## src/rtl/tdt_icg_en_ctrl_pkg.sv

```systemverilog
// Shared definitions for the per-module clock-enable controller.
// Holds the controller state encoding and the default parameter values.
package tdt_icg_en_ctrl_pkg;

    localparam int unsigned IDLE_CNT_W_DEF = 4;
    localparam int unsigned WAKE_DLY_DEF   = 2;
    // Wake counter must hold WAKE_DLY values up to 15.
    localparam int unsigned WAKE_CNT_W     = 4;

    typedef enum logic [1:0] {
        ST_ACTIVE = 2'b00,
        ST_REQ    = 2'b01,
        ST_GATED  = 2'b10,
        ST_WAKE   = 2'b11
    } icg_state_e;

endpackage

```

## src/rtl/tdt_icg_en_ctrl.sv

```systemverilog
// Clock-enable controller placed directly upstream of a module's gated clock cell.
// Counts idle cycles, negotiates a gate request/acknowledge with the module, drops
// the enable once the module is quiescent and re-enables it on a wake event.
//
// Ports:
//   forever_cpuclk   free-running clock (never gated)
//   cpurst           asynchronous active-high reset
//   busy             module has outstanding work
//   wake_req         external wake request
//   cfg_gate_en      1 = automatic gating allowed, 0 = clock forced on
//   cfg_idle_thresh  idle cycles required before requesting the gate
//   gate_ack         module confirms quiescence (only looked at in REQ)
//   gate_req         request to the module to quiesce
//   clk_en           drives the ICG local_en input
//   clk_rdy          gated clock is running and settled
//   gated_st         high while the clock is gated
module tdt_icg_en_ctrl
    import tdt_icg_en_ctrl_pkg::*;
#(
    parameter int unsigned IDLE_CNT_W = IDLE_CNT_W_DEF,
    parameter int unsigned WAKE_DLY   = WAKE_DLY_DEF
) (
    input  logic                  forever_cpuclk,
    input  logic                  cpurst,
    input  logic                  busy,
    input  logic                  wake_req,
    input  logic                  cfg_gate_en,
    input  logic [IDLE_CNT_W-1:0] cfg_idle_thresh,
    input  logic                  gate_ack,
    output logic                  gate_req,
    output logic                  clk_en,
    output logic                  clk_rdy,
    output logic                  gated_st
);

    icg_state_e            state_q, state_d;
    logic [IDLE_CNT_W-1:0] idle_cnt_q, idle_cnt_d;
    logic [IDLE_CNT_W-1:0] idle_cnt_inc;
    logic [IDLE_CNT_W-1:0] thresh_eff;
    logic [WAKE_CNT_W-1:0] wake_cnt_q, wake_cnt_d;
    logic                  abort;
    logic                  clk_en_q, clk_rdy_q, gate_req_q, gated_st_q;

    always_comb begin
        // Any activity or disabling gating keeps (or brings back) the clock.
        abort        = busy | wake_req | ~cfg_gate_en;
        idle_cnt_inc = (&idle_cnt_q) ? idle_cnt_q : idle_cnt_q + 1'b1;
        thresh_eff   = (cfg_idle_thresh == '0) ? IDLE_CNT_W'(1) : cfg_idle_thresh;

        state_d    = state_q;
        idle_cnt_d = '0;
        wake_cnt_d = wake_cnt_q;

        case (state_q)
            ST_ACTIVE: begin
                if (!abort) begin
                    idle_cnt_d = idle_cnt_inc;
                    if (idle_cnt_inc >= thresh_eff) begin
                        state_d = ST_REQ;
                    end
                end
            end
            ST_REQ: begin
                // Abort wins over a simultaneous acknowledge.
                if (abort) begin
                    state_d = ST_ACTIVE;
                end else if (gate_ack) begin
                    state_d = ST_GATED;
                end
            end
            ST_GATED: begin
                if (abort) begin
                    state_d    = ST_WAKE;
                    wake_cnt_d = WAKE_CNT_W'(WAKE_DLY);
                end
            end
            ST_WAKE: begin
                // Wake sequence always runs to completion, inputs ignored.
                wake_cnt_d = wake_cnt_q - 1'b1;
                if (wake_cnt_q == WAKE_CNT_W'(1)) begin
                    state_d = ST_ACTIVE;
                end
            end
            default: begin
                state_d = ST_ACTIVE;
            end
        endcase
    end

    always_ff @(posedge forever_cpuclk or posedge cpurst) begin
        if (cpurst) begin
            state_q    <= ST_ACTIVE;
            idle_cnt_q <= '0;
            wake_cnt_q <= '0;
            clk_en_q   <= 1'b1;
            clk_rdy_q  <= 1'b1;
            gate_req_q <= 1'b0;
            gated_st_q <= 1'b0;
        end else begin
            state_q    <= state_d;
            idle_cnt_q <= idle_cnt_d;
            wake_cnt_q <= wake_cnt_d;
            // Outputs are decoded from the next state and flopped so that
            // clk_en never glitches on a state-encoding transition.
            clk_en_q   <= (state_d != ST_GATED);
            clk_rdy_q  <= (state_d == ST_ACTIVE) || (state_d == ST_REQ);
            gate_req_q <= (state_d == ST_REQ);
            gated_st_q <= (state_d == ST_GATED);
        end
    end

    assign clk_en   = clk_en_q;
    assign clk_rdy  = clk_rdy_q;
    assign gate_req = gate_req_q;
    assign gated_st = gated_st_q;

endmodule

```

## config.mk

```make
export PLATFORM = sky130hd
export DESIGN_NAME = tdt_icg_en_ctrl
export DESIGN_NICKNAME = d
export VERILOG_FILES = /design/src/rtl/tdt_icg_en_ctrl_pkg.sv /design/src/rtl/tdt_icg_en_ctrl.sv
export SDC_FILE = /design/constraint.sdc
export NUM_CORES = 1
export LEC_CHECK = 0
export ABC_AREA = 1
export BUFFER_PORTS_ARGS = -buffer_cell sky130_fd_sc_hd__buf_2
export CORE_UTILIZATION = 30
export DETAILED_ROUTE_END_ITERATION = 10
export PLACE_DENSITY = 0.6
export REMOVE_ABC_BUFFERS = 1
export SYNTH_ARGS = -nofsm -noshare
export SYNTH_HDL_FRONTEND = slang
export SYNTH_SLANG_ARGS = --single-unit
```

## constraint.sdc

```tcl
create_clock -name forever_cpuclk -period 2.1 [get_ports forever_cpuclk]
set_clock_uncertainty 0.2 [all_clocks]
set_input_delay 0.21 -clock forever_cpuclk [delete_from_list [all_inputs] [get_ports forever_cpuclk]]
set_output_delay 0.21 -clock forever_cpuclk [all_outputs]
set_load 0.005 [all_outputs]
```

==> results.yml <==
outcome:
  status: "complete, no violations"
die:
  coreArea_sq_mm: 0.00254
  io_pins: 14
  die_h_um: 54.5
  fp.dieW_um: 54.5
  start_util_pct: 32.5
  dieArea_sq_mm: 0.00298
  num_rows: 18
synth:
  netlist.area_leader.share_pct: 36.3
  synth_flop_cell: "dfrtp_1"
  yosysTopAreaCell: "dfrtp_1"
  synth_cell_types: 25
  ys_ff_latch: 14
  syn-cell-area_sq_um: 828
  synth-edff-count: 0
  async_flop_share_pct: 100
  yosys-top-cells-count: "inv_1, nand2_1, dfrtp_1"
  synth-seq-area-share_pct: 42.6
  netlist_instances: 95
  synth.most_common_cell: "inv_1"
  synth_area_per_cell_sq_um: 8.72
  yosysWarnings: 0
  ys_top_cells_by_area: "dfrtp_1, ha_1, inv_1"
place:
  dpl.hpwl_um: 1170
  gp_congestion: 0.688
  dp.cells: 139
  io_buffers: 13
  place_area_sq_um: 938
  place_ws_ns: -0.00587
cells_and_area:
  fin_area_sq_mm: 0.00101
  fin_util_pct: 39.9
  area_growth_pct: 22.5
  ff_latch_area_sq_um: 353
  final_nets: 132
  fin_cells: 144
  layout-drive-gt1-share_pct: 36.0
  multi_input_area_sq_um: 423
  diodes: 0
  fillers: 278
grt:
  grt_start_max_net_pins: 15
  overflow: 0
  antenna_found_initial: 0
  grt_pass1_vias: 604
  grt.total_usage_pct: 11.2
  grt_pass1_wl_um: 2300
worst_setup_path:
  cp_common_cell: "nand3_2"
  crit_type: "reg2reg"
  start_kind: "flip-flop"
  path_cells: "ha_2, nand3_2, xnor2_1, ha_1, nand4_1, nand3_1, nand2_2, nand3_2, inv_2"
  critPathArrivalTime_ns: 2.00
  crit_fanout: 5
  worst_ep_required_time_ns: 2.13
  critPathCaptureType: "flip-flop"
  critPathMaxStageDelay_ns: 0.38
  slowest_stage: "dfrtp_1"
timing:
  hold_slack_ns: 0.0373
  drv_slew: 0
  setup_viol: 0
  clock.fmax_ghz: 0.508
  worst_pin_slew_ns: 0.539
  fin_tns_setup_ns: 0
  min_period_over_period_pct: 93.7
  fin_crit_ns: 1.97
  slew_headroom_pct: 64.0
  fin_ws_ns: 0.133
  hold_viol_final: 0
clock_network:
  clock_sinks: 14
  clkTransAtPathRegs_ns: 0.09
  htreeDepth: 1
  clockRootBuffer: "clkbuf_4"
  clk_latency_ns: 0.28
  post_cts_buffers: 0
  tritoncts: "done"
  cts_buffers: 3
  cts_max_path_buffers: 2
detailed_routing:
  antenna_left: 0
  via_per_inst: 4.47
  dr.pass1.iters: 1
  num_vias: 644
  wl_um: 1480
  drtIter0Drc: 0
  drc_errors: 0
  avgRoutedWirePerCell_um: 10.3
hold_path:
  hold_class: "in2reg"
job:
  drv_cap: 0
power_and_ir_drop:
  vdd_drop_max_mv: 0.586
  p_per_area_mw_per_mm2: 758
  total_power_uw: 770
  p_leak_nw: 0.529
layout by cell type (no fill, tap or decap), drive strengths merged:
cell,count
inv,22
nand2,20
buf,14
dfrtp,12
nor2,7
ha,7
nand3,7
o21ai,5
clkbuf,4
xnor2,3
a21oi,3
nor3,2
dfstp,2
xor2,1
a31o,1
nand4,1
a22oi,1
o22ai,1
dlygate4sd3,1
layout make-up:
| class | instances | area share (%) |
|---|---|---|
| clock buffer | 4 | 3.58 |
| inverter | 22 | 8.14 |
| multi-input combinational | 59 | 41.7 |
| sequential | 14 | 34.8 |
| tap | 30 | 3.70 |
| timing repair buffer | 15 | 8.14 |
flip-flops by register name, indices dropped and copies added (netlist names):
signal	flops
clk_en	1
clk_rdy	1
gate_req	1
gated_st	1
idle_cnt_q	4
state_q	2
wake_cnt_q	4
worst max-delay path, delay by kind of cell (launching register included):
kind / cells / cell delay [ns]
XOR/XNOR: 1 / 0.27
buffers and inverters: 1 / 0.05
adder cells (fa/ha/maj): 2 / 0.50
flip-flops: 1 / 0.38
AND/OR/NAND/NOR: 5 / 0.51
layer usage:
metal	track usage (%)	share of wire [%]
met5	0	0
met4	3.85	0.54
met3	4.17	2.9
met2	21.7	55
met1	10.6	41
final timing paths:
kind | from | to | slack, ns | cells past startpoint
min in group asynchronous | cpurst | idle_cnt_q[3] | 0.30 | 3
setup / recovery | idle_cnt_q[1] | gated_st | 0.13 | 9
hold / removal | gate_ack | state_q[1] | 0.04 | 3
max in group asynchronous | cpurst | clk_rdy | 1.02 | 3
hold reg to reg | wake_cnt_q[3] | wake_cnt_q[3] | 0.34 | 2
setup reg to reg | idle_cnt_q[1] | gated_st | 0.13 | 9
cell families (layout without fill, tap and decap cells):
| logic type | Yosys count | count (layout) | synth area share [%] |
|---|---|---|---|
| fa+ha+maj | 7 | 7 | 10.6 |
| flops | 14 | 14 | 42.6 |
| simple gates | 37 | 37 | 23.6 |
| compound gates | 11 | 11 | 9.06 |
| buf+inv | 22 | 41 | 9.97 |
| xor+xnor | 4 | 4 | 4.23 |
power breakdown:
| part | switching, mW | internal [mW] | total [mW] |
|---|---|---|---|
| Clock | 0.0902 | 0.105 | 0.196 |
| Combinational | 0.125 | 0.0973 | 0.223 |
| Sequential | 0.0306 | 0.321 | 0.351 |
| Total | 0.246 | 0.523 | 0.770 |
what timing repair did:
item                       4_1_cts  5_1_grt
gates cloned                     0        0
setup endpoints to repair        3        4
hold endpoints to repair        12        0
hold buffers                     1        0
gates resized for setup          2        5
(Power assumes the default switching activity.)
